File: src/rtl/mddr_pkg.sv
// Shared types and command-decode helpers for the memory data register controller.
// Contents:
//   mddr_state_e : controller FSM states
//   is_load()    : write-decoder match (single select bit set, or all ones)
//   is_read()    : read-decoder match (single select bit set, or all ones)
package mddr_pkg;

  typedef enum logic [1:0] {
    IDLE    = 2'd0,
    DRAIN   = 2'd1,
    RD_REQ  = 2'd2,
    RD_WAIT = 2'd3
  } mddr_state_e;

  localparam int unsigned SEL_MAX_W = 64;

  // One-hot-or-all-ones match over the low 'width' bits of a zero-extended select bus.
  function automatic logic sel_match(input logic [SEL_MAX_W-1:0] sel,
                                     input int unsigned bit_idx,
                                     input int unsigned width);
    logic [SEL_MAX_W-1:0] mask;
    logic [SEL_MAX_W-1:0] onehot;
    logic [SEL_MAX_W-1:0] masked;
    if (width >= SEL_MAX_W) mask = '1;
    else                    mask = (SEL_MAX_W'(1) << width) - SEL_MAX_W'(1);
    onehot = SEL_MAX_W'(1) << bit_idx;
    masked = sel & mask;
    return (masked == onehot) || (masked == mask);
  endfunction

  function automatic logic is_load(input logic [SEL_MAX_W-1:0] sel,
                                   input int unsigned bit_idx,
                                   input int unsigned width);
    return sel_match(sel, bit_idx, width);
  endfunction

  function automatic logic is_read(input logic [SEL_MAX_W-1:0] sel,
                                   input int unsigned bit_idx,
                                   input int unsigned width);
    return sel_match(sel, bit_idx, width);
  endfunction

endpackage

File: src/rtl/mddr_wbuf.sv
// Posted-write buffer: synchronous FIFO with registered occupancy count.
// Ports:
//   clock, reset_n     : clock, async active-low reset (pointers/count only)
//   push, push_data    : write one entry (ignored when full)
//   pop                : retire head entry (ignored when empty)
//   full, empty, count : occupancy status
//   head               : oldest entry, valid while !empty
module mddr_wbuf #(
  parameter int unsigned WIDTH = 32,
  parameter int unsigned DEPTH = 4
) (
  input  logic                       clock,
  input  logic                       reset_n,
  input  logic                       push,
  input  logic [WIDTH-1:0]           push_data,
  input  logic                       pop,
  output logic                       full,
  output logic                       empty,
  output logic [$clog2(DEPTH+1)-1:0] count,
  output logic [WIDTH-1:0]           head
);

  localparam int unsigned PTR_W = $clog2(DEPTH);
  localparam int unsigned CNT_W = $clog2(DEPTH + 1);

  logic [WIDTH-1:0] mem [DEPTH];
  logic [PTR_W-1:0] wr_ptr;
  logic [PTR_W-1:0] rd_ptr;
  logic             push_ok;
  logic             pop_ok;

  assign full    = (count == CNT_W'(DEPTH));
  assign empty   = (count == '0);
  assign push_ok = push && !full;
  assign pop_ok  = pop && !empty;
  assign head    = mem[rd_ptr];

  // Storage carries no reset; only pointers and count define validity.
  always_ff @(posedge clock) begin
    if (push_ok) mem[wr_ptr] <= push_data;
  end

  // Pointers wrap naturally because DEPTH is a power of two.
  always_ff @(posedge clock or negedge reset_n) begin
    if (!reset_n) begin
      wr_ptr <= '0;
      rd_ptr <= '0;
      count  <= '0;
    end else begin
      if (push_ok) wr_ptr <= wr_ptr + PTR_W'(1);
      if (pop_ok)  rd_ptr <= rd_ptr + PTR_W'(1);
      case ({push_ok, pop_ok})
        2'b10:   count <= count + CNT_W'(1);
        2'b01:   count <= count - CNT_W'(1);
        default: count <= count;
      endcase
    end
  end

endmodule

File: src/rtl/mem_data_reg_ctrl.sv
// Memory data register controller: posts decoder-selected loads into a write
// buffer drained to memory, and services reads after the buffer has drained
// (read-after-write ordering). Read data returns on a registered output.
// Optional build macro: MDDR_RD_TIMEOUT_EN (abort a read after RD_TIMEOUT wait cycles).
// Ports:
//   clock, reset_n               : clock, async active-low reset
//   wr_sel, rd_sel               : write/read decoder outputs
//   a_bus, addr_in               : command data and address
//   drop_clr                     : clears cmd_drop
//   core_data_out, rd_done, rd_err : read return to core (registered)
//   busy, cmd_drop, wbuf_count   : status (busy combinational)
//   mem_req/we/addr/wdata        : memory request (combinational)
//   mem_ready, mem_rvalid, mem_rdata : memory handshake / read return
module mem_data_reg_ctrl
  import mddr_pkg::*;
#(
  parameter int unsigned DATA_W     = 16,
  parameter int unsigned ADDR_W     = 16,
  parameter int unsigned SEL_W      = 20,
  parameter int unsigned LOAD_BIT   = 1,
  parameter int unsigned READ_BIT   = 0,
  parameter int unsigned WBUF_DEPTH = 4,
  parameter int unsigned RD_TIMEOUT = 64
) (
  input  logic                            clock,
  input  logic                            reset_n,
  input  logic [SEL_W-1:0]                wr_sel,
  input  logic [SEL_W-2:0]                rd_sel,
  input  logic [DATA_W-1:0]               a_bus,
  input  logic [ADDR_W-1:0]               addr_in,
  input  logic                            drop_clr,
  output logic [DATA_W-1:0]               core_data_out,
  output logic                            rd_done,
  output logic                            rd_err,
  output logic                            busy,
  output logic                            cmd_drop,
  output logic [$clog2(WBUF_DEPTH+1)-1:0] wbuf_count,
  output logic                            mem_req,
  output logic                            mem_we,
  output logic [ADDR_W-1:0]               mem_addr,
  output logic [DATA_W-1:0]               mem_wdata,
  input  logic                            mem_ready,
  input  logic                            mem_rvalid,
  input  logic [DATA_W-1:0]               mem_rdata
);

  localparam int unsigned ENT_W = ADDR_W + DATA_W;

  mddr_state_e       state;
  mddr_state_e       state_n;
  logic [ADDR_W-1:0] rd_addr;
  logic [ADDR_W-1:0] rd_addr_n;
  logic [DATA_W-1:0] core_data_n;
  logic              rd_done_n;
  logic              rd_err_n;
  logic              cmd_drop_n;

  logic              load;
  logic              read;
  logic              read_acc;
  logic              drop;
  logic              push;
  logic              pop;
  logic              full;
  logic              empty;
  logic [ENT_W-1:0]  head;
  logic              tmo_hit;

  // Command decode; a load always wins over a same-cycle read.
  assign load     = is_load(SEL_MAX_W'(wr_sel), LOAD_BIT, SEL_W);
  assign read     = is_read(SEL_MAX_W'(rd_sel), READ_BIT, SEL_W - 1);
  assign push     = load && !full;
  assign read_acc = read && !load && (state == IDLE);
  assign drop     = (load && full) || (read && !read_acc);
  assign busy     = (state != IDLE) || full;

  mddr_wbuf #(
    .WIDTH (ENT_W),
    .DEPTH (WBUF_DEPTH)
  ) u_wbuf (
    .clock     (clock),
    .reset_n   (reset_n),
    .push      (push),
    .push_data ({addr_in, a_bus}),
    .pop       (pop),
    .full      (full),
    .empty     (empty),
    .count     (wbuf_count),
    .head      (head)
  );

`ifdef MDDR_RD_TIMEOUT_EN
  localparam int unsigned TMO_W = $clog2(RD_TIMEOUT + 1);
  logic [TMO_W-1:0] tmo_cnt;

  // Counts completed RD_WAIT cycles; fires on the RD_TIMEOUT-th one.
  assign tmo_hit = (state == RD_WAIT) && (tmo_cnt == TMO_W'(RD_TIMEOUT - 1));

  always_ff @(posedge clock or negedge reset_n) begin
    if (!reset_n)              tmo_cnt <= '0;
    else if (state != RD_WAIT) tmo_cnt <= '0;
    else                       tmo_cnt <= tmo_cnt + TMO_W'(1);
  end
`else
  logic unused_tmo;
  assign tmo_hit    = 1'b0;
  assign unused_tmo = ^(32'(RD_TIMEOUT));
`endif

  // State and registered outputs.
  always_ff @(posedge clock or negedge reset_n) begin
    if (!reset_n) begin
      state         <= IDLE;
      rd_addr       <= '0;
      core_data_out <= '0;
      rd_done       <= 1'b0;
      rd_err        <= 1'b0;
      cmd_drop      <= 1'b0;
    end else begin
      state         <= state_n;
      rd_addr       <= rd_addr_n;
      core_data_out <= core_data_n;
      rd_done       <= rd_done_n;
      rd_err        <= rd_err_n;
      cmd_drop      <= cmd_drop_n;
    end
  end

  // Next state, memory request and next registered outputs.
  always_comb begin
    state_n     = state;
    rd_addr_n   = rd_addr;
    core_data_n = core_data_out;
    rd_done_n   = 1'b0;
    rd_err_n    = 1'b0;
    mem_req     = 1'b0;
    mem_we      = 1'b0;
    mem_addr    = '0;
    mem_wdata   = '0;
    pop         = 1'b0;
    cmd_drop_n  = drop ? 1'b1 : (drop_clr ? 1'b0 : cmd_drop);

    case (state)
      IDLE, DRAIN: begin
        if (!empty) begin
          mem_req   = 1'b1;
          mem_we    = 1'b1;
          mem_addr  = head[ENT_W-1:DATA_W];
          mem_wdata = head[DATA_W-1:0];
          pop       = mem_ready;
        end
        if (state == IDLE) begin
          if (read_acc) begin
            rd_addr_n = addr_in;
            state_n   = DRAIN;
          end
        end else if (empty && !push) begin
          // A load arriving now is still drained before the read issues.
          state_n = RD_REQ;
        end
      end
      RD_REQ: begin
        mem_req  = 1'b1;
        mem_addr = rd_addr;
        if (mem_ready) state_n = RD_WAIT;
      end
      RD_WAIT: begin
        if (mem_rvalid) begin
          core_data_n = mem_rdata;
          rd_done_n   = 1'b1;
          state_n     = IDLE;
        end else if (tmo_hit) begin
          core_data_n = '0;
          rd_done_n   = 1'b1;
          rd_err_n    = 1'b1;
          state_n     = IDLE;
        end
      end
      default: state_n = IDLE;
    endcase
  end

endmodule

File: config.mk
export PLATFORM = sky130hd
export DESIGN_NAME = mem_data_reg_ctrl
export DESIGN_NICKNAME = d
export VERILOG_FILES = /design/src/rtl/mddr_pkg.sv /design/src/rtl/mddr_wbuf.sv /design/src/rtl/mem_data_reg_ctrl.sv
export SDC_FILE = /design/constraint.sdc
export NUM_CORES = 1
export LEC_CHECK = 0
export ABC_AREA = 1
export CAP_MARGIN = 40
export CELL_PAD_IN_SITES_DETAIL_PLACEMENT = 1
export CELL_PAD_IN_SITES_GLOBAL_PLACEMENT = 2
export CORE_MARGIN = 1.5
export CORE_UTILIZATION = 33
export DETAILED_ROUTE_END_ITERATION = 6
export PLACE_DENSITY = 0.82
export RECOVER_POWER = 25
export SYNTH_ARGS = -nofsm -noshare
export SYNTH_HDL_FRONTEND = slang
export SYNTH_SLANG_ARGS = --single-unit
File: constraint.sdc
create_clock -name clock -period 3.4 [get_ports clock]
set_clock_uncertainty 0.1 [all_clocks]
set_input_delay 0.51 -clock clock [delete_from_list [all_inputs] [get_ports clock]]
set_output_delay 0.51 -clock clock [all_outputs]
set_load 0.02 [all_outputs]
; ---- After elaboration in Yosys (flattened, before gate mapping)
; Memory sizes are Yosys's and may differ from the RTL's.
; Index checks and enable logic that the tools add are counted.
; W data, S select, Z words.
[word_totals]
register_bits = 43
mem_bits_rw = 128
output_inout_bits = 57
elab_cells = 75
memories = 1
[op_classes]
n_addsub = 4
eq_ne = 14
mux = 22
n_reduce_logical = 26
[mem_list]
columns = name, words, word_bits, read_ports, rd_ports_with_merged_regs, wr, line_no
row1 = u_wbuf.mem, 4, 32, 1, 0, 1, mddr_wbuf.sv:26  ; logic [WIDTH-1:0] mem [DEPTH];
[ops]
columns = cell, n
row1 = $mux W16, 3
row2 = $pmux W16 S2, 1
row3 = $eq A20 B2 Y1 const B, 1
row4 = $eq A20 B20 Y1 const B, 1
row5 = $eq A19 B1 Y1 const B, 1
row6 = $eq A19 B19 Y1 const B, 1
row7 = $mux W1, 10
row8 = $mux W2, 5
row9 = $logic_and A1 B1 Y1, 8
row10 = $eq A2 B2 Y1 const B, 3
row11 = $ne A3 B3 Y1 const B, 2
row12 = $pmux W2 S3, 1
row13 = $pmux W3 S2, 1
row14 = $reduce_bool A2 Y1, 3
row15 = $logic_not A1 Y1, 5
row16 = $add A2 B1 Y2 const B, 2
row17 = $eq A2 B1 Y1 const B, 2
row18 = $logic_or A1 B1 Y1, 4
row19 = $ne A2 B2 Y1 const B, 2
row20 = $reduce_and A4 Y1, 1
row21 = $add A3 B1 Y3 const B, 1
row22 = $eq A3 B3 Y1 const B, 1
row23 = $logic_not A3 Y1, 1
row24 = $reduce_and A3 Y1, 1
row25 = 5 further kinds, 5

; ---- Longest topological paths before layout
[depth]
word_depth = 9
depth_mapped = 14
ltp_nobuf = 14

; ---- By module
; From an unflattened synthesis, not the netlist that was laid out.
[hier_totals]
hier_cells = 779
hier_area_um2 = 7852.5
[modules_own_cells]
columns = module, n_inst, cells_per_inst, area_each_um2, seq_area_each_um2
row1 = mddr_wbuf, 1, 435, 5546.6, 4018.9
row2 = mem_data_reg_ctrl, 1, 344, 2306.0, 900.9

; ---- Worst setup path after synthesis
; No wires, ideal clock.
[synth_path]
path_type = input port to flip-flop
startpoint = in wr_sel[16]
endpoint = mem u_wbuf.mem[0][0] (enable)
setup_ps = 421
arrival_ps = 2501
required_time_ps = 2879
setup_slack_ps = 378
cell_stages = 9
path_cell_list = nor2_1 > nand2_1 > nor2_2 > nand2_2 > nor2_4 > nor2_4 > inv_2 > nand2_2 > nor2_1
[synth_via]
elab_chain_cells = 6
word_cells_on_any_way = 7
classes_between = 2 x eq/ne / 2 x mux / 3 x reduce/logical
[synth_rtl]
columns = item, line_no
row1 = start: declaration, mem_data_reg_ctrl.sv:27  ; input logic [SEL_W-1:0] wr_sel,
row2 = $eq A20 B2 Y1 / $eq A20 B20 Y1 (equally long branches), mddr_pkg.sv:28  ; return (masked == onehot) || (masked == mask);
row3 = $logic_or A1 B1 Y1 *, mddr_pkg.sv:28
row4 = $logic_and A1 B1 Y1 *, mem_data_reg_ctrl.sv:72  ; assign push = load && !full;
row5 = $logic_and A1 B1 Y1 *, mddr_wbuf.sv:34  ; assign push_ok = push && !full;
row6 = $mux W1 *, mddr_wbuf.sv:40  ; if (push_ok) mem[wr_ptr] <= push_data;
row7 = $mux W1 (implied by the code) *, mddr_wbuf.sv:40
row8 = end: declaration, mddr_wbuf.sv:26
; Mark *: on every way between the ends. The rest lies on a longest branch, timed or not.

; ---- Final worst setup path
[layout_path]
startpoint = reg state[1]
endpoint = out mem_addr[1]
[layout_via]
elab_chain_cells = 3
word_cells_on_any_way = 5
classes_between = 2 x eq/ne / 1 x mux / 2 x reduce/logical
[layout_rtl]
columns = item, line_no
row1 = start: declaration, mem_data_reg_ctrl.sv:49  ; mddr_state_e state;
row2 = start signal: assignment, mem_data_reg_ctrl.sv:120  ; state <= state_n;
row3 = $eq A2 B1 Y1 / $logic_not A2 Y1 (equally long branches), mem_data_reg_ctrl.sv:143  ; case (state)
row4 = $reduce_or A2 Y1, mem_data_reg_ctrl.sv:143
row5 = $pmux W16 S2 *, mem_data_reg_ctrl.sv:143
row6 = end: declaration, mem_data_reg_ctrl.sv:40  ; output logic [ADDR_W-1:0] mem_addr,
; Marked as above.

==> impl_results.md <==
- Cts repair resizes: 3
- Critical Path End: mem_addr[1]
- Worst-skew pair later-pin latency: around 430 ps
- Die extent in y: about 150 um
- P_leak: 0.00386 uW
- Post-layout min period: 3260 ps
- Hold buffers post-CTS: 0
- Ys async rst share: 0.251
- Die Width: between 150 and 200 um
- Sequential fraction of the synthesis area: 0.655
- First-pass GRT wire length: 31200 um
- RR Startpoint: state[0]$_DFFE_PN0P_
- Setup slack, reg-to-reg: roughly 660 ps
- Post-Route Setup TNS: 0 ps
- CP Cell Sequence: inv_1, ha_2, nor2_1, inv_2, nand2_4, inv_8, nand2_1, a21oi_1, clkdlybuf4s50_1
- Startpoint types: flip-flop
- Share of cells above drive strength 1: 0.110
- Req. time, crit path: 2790 ps
- Status: finished with violations
- # IOs: approximately 150
- VDD IR-drop max: 383 uV
- Via count: about 5500
- Num CTS Buffers: 17
- Avg Inst Size Synth: between 10 and 15 um^2
- Max Clk Rate: 307 MHz
- FF+latch count, synth: 171
- Final Cycle Share: 0.958
- Pwr Density: roughly 800 nW/um^2
- Grt total ovfl: 0
- Delay of the slowest cell on the worst path: ~630 ps
- Worst-margin pin slew: 1910 ps
- Vias in the first global route: roughly 6000
- Synth cell types: 34
- CP Data Arrival Time: 2650 ps
- Syn Nets: 806
- DRC viols: 0
- Area of the die: around 24000 um^2
- Routability Congestion: between 0.6 and 0.7
- Core Area: 22100 um^2
- Postcts setup bufs: 0
- Post-Syn Instances: around 700
- CTS Buffer Depth: 2
- RSZ-0062 raised after global routing: no
- CP max stage cell: clkdlybuf4s50_1
- TritonCTS clock tree: done
- Max transition margin: -0.276
- CP Launch Point: state[1]$_DFFE_PN0P_
- ANT nets after route: 0
- Final setup violation count: 0
- Via density: ~4.8
- Port Buffers: 147
- GRT Util Overall: 0.172
- Crit path kind: flip-flop to output port
- CTS root buffer: clkbuf_16
- Final wirelength: approximately 19000 um
- Reg clk slew, reported paths: approximately 60 ps
- Final Worst Setup Slack: between 100 and 150 ps
- Synth-to-Final Area Change: 32.8%
- Worst Hold Depth: 2
- Largest net degree at the start of global routing: 65
- Pre-CTS setup slack: ~280 ps
- H-tree depth: 4
- Worst r2r dst: u_wbuf.count[2]$_DFFE_PN0P_
- DRT iter0 DRCs: 205
- CP Capture Type: output port
- Clock Sinks: 171
- Slew Viols, Final: 33
- Cell row count: 54
- Routed length per instance: roughly 17 um
- Failing checks: capacitance limit, slew limit
- Initial antenna violation count: 1
- Synthesized area: between 7000 and 8000 um^2
- Max Cap Viol: 1
- Worst-path fanout max: 18
- EDFF count, synth: ~130
- Yosys Warn Count: 0
- Top_reg_cell synth: edfxtp_1
- Hold/Removal Path Class: flip-flop to flip-flop
- Effective utilization at floorplan: 0.340
- 1st-pass router iterations: 4
- Total Power: just under 8000 uW
- R2R depth: 13
- DP HPWL: between 10000 and 15000 um
- Final hold vios: 0
- Nets: between 900 and 1000
[area by class of cell]
type                            instances  area (um^2)
Antenna cell                            1         2.50
Multi-Input combinational cell        457         2250
Inverter                               43          171
Sequential cell                       171         4920
Clock inverter                         13          198
Fill cell                            2403        12100
Tap cell                              280          350
Clock buffer                           19          433
Timing Repair Buffer                  160         1650
[report_power, final]
part | switching (uW) | internal (uW) | leakage [uW]
combinational | 2020 | 1330 | 0.00185
sequential | 109 | 2380 | 0.00171
clock | 798 | 1300 | 0.000306
total | 2930 | 5010 | 0.00386
[Yosys cell counts (9+ instances only)]
| library cell | number | area [um^2] |
|---|---|---|
| nand2_1 | 125 | 469 |
| edfxtp_1 | 128 | 3840 |
| ha_1 | 10 | 125 |
| o21ai_1 | 10 | 50.1 |
| dfrtp_1 | 43 | 1080 |
| nor2_1 | 136 | 510 |
| nand3_1 | 11 | 55.1 |
| buf_2 | 9 | 45.0 |
| a21oi_1 | 34 | 170 |
| o22ai_1 | 17 | 106 |
| inv_1 | 35 | 131 |
| o21ai_0 | 58 | 290 |
| clkbuf_1 | 12 | 45.0 |
| nand2_2 | 19 | 119 |
| o21ai_2 | 16 | 140 |
[kinds of logic after synthesis]
family | Yosys count | share of synthesized area
buffers and inverters | 75 | 0.0495
adders and majority gates | 11 | 0.0193
and+or+nand+nor | 305 | 0.169
xor gates and xnor gates | 5 | 0.00583
DFF | 171 | 0.655
other | 1 | 0.000500
AOI/OAI and AO/OA | 135 | 0.101
[flip-flops by register name (all words and copies together), names as in the netlist]
name           count
u_wbuf.mem       128
rd_done            1
u_wbuf.count       3
state              2
u_wbuf.wr_ptr      2
core_data_out     16
u_wbuf.rd_ptr      2
cmd_drop           1
rd_addr           16
[worst max-delay path: cells and delay by family, from the launching register on]
family	cells	cell delay, ps
flip-flops	1	440
AO/OA/AOI/OAI	1	140
AND/OR/NAND/NOR	3	310
buffers and inverters	4	1040
adder cells (fa/ha/maj)	1	280
[metrics by stage]
stage | utilization | std cells | instance area (um^2) | hold slack [ps]
2_1_floorplan | - | 703 | 7510 | 114
3_3_place_gp | 0.421 | 1111 | 9310 | 361
3_5_place_dp | 0.421 | 1111 | 9310 | 368
4_1_cts | 0.450 | 1143 | 9940 | 81.9
5_1_grt | 0.451 | 1143 | 9970 | 419
6_report | 0.451 | 1144 | 9970 | 378
[routing by layer]
metal  vias to the layer above  routed length (um)  track usage
met3                        15                 925       0.0502
met5                         -                   0            0
li1                       2653                   -            -
met2                       116                9660        0.300
met1                      2700                8420        0.207
met4                         0                 160       0.0444
[placed cells by master (no fill, tap or decap), types with 17 or more instances in the layout]
cell type and n:
a21oi_1 34, clkbuf_16 17, clkdlybuf4s50_1 118, dfrtp_1 42
dlygate4sd3_1 18, edfxtp_1 128, inv_1 35, nand2_1 125
nand2_2 19, nor2_1 132, o21ai_0 58, o22ai_1 17
[worst min path at each step]
stage,from,to,slack (ps)
after floorplan,reset_n,cmd_drop$_DFFE_PN0P_,110
after global placement,core_data_out[12]$_DFFE_PN0P_,core_data_out[12]$_DFFE_PN0P_,360
after detailed placement,core_data_out[11]$_DFFE_PN0P_,core_data_out[11]$_DFFE_PN0P_,370
after CTS,reset_n,rd_addr[3]$_DFFE_PN0P_,80
after global routing,core_data_out[11]$_DFFE_PN0P_,core_data_out[11]$_DFFE_PN0P_,420
final,core_data_out[9]$_DFFE_PN0P_,core_data_out[9]$_DFFE_PN0P_,380
Note: power is estimated with default switching activity, not from simulation.
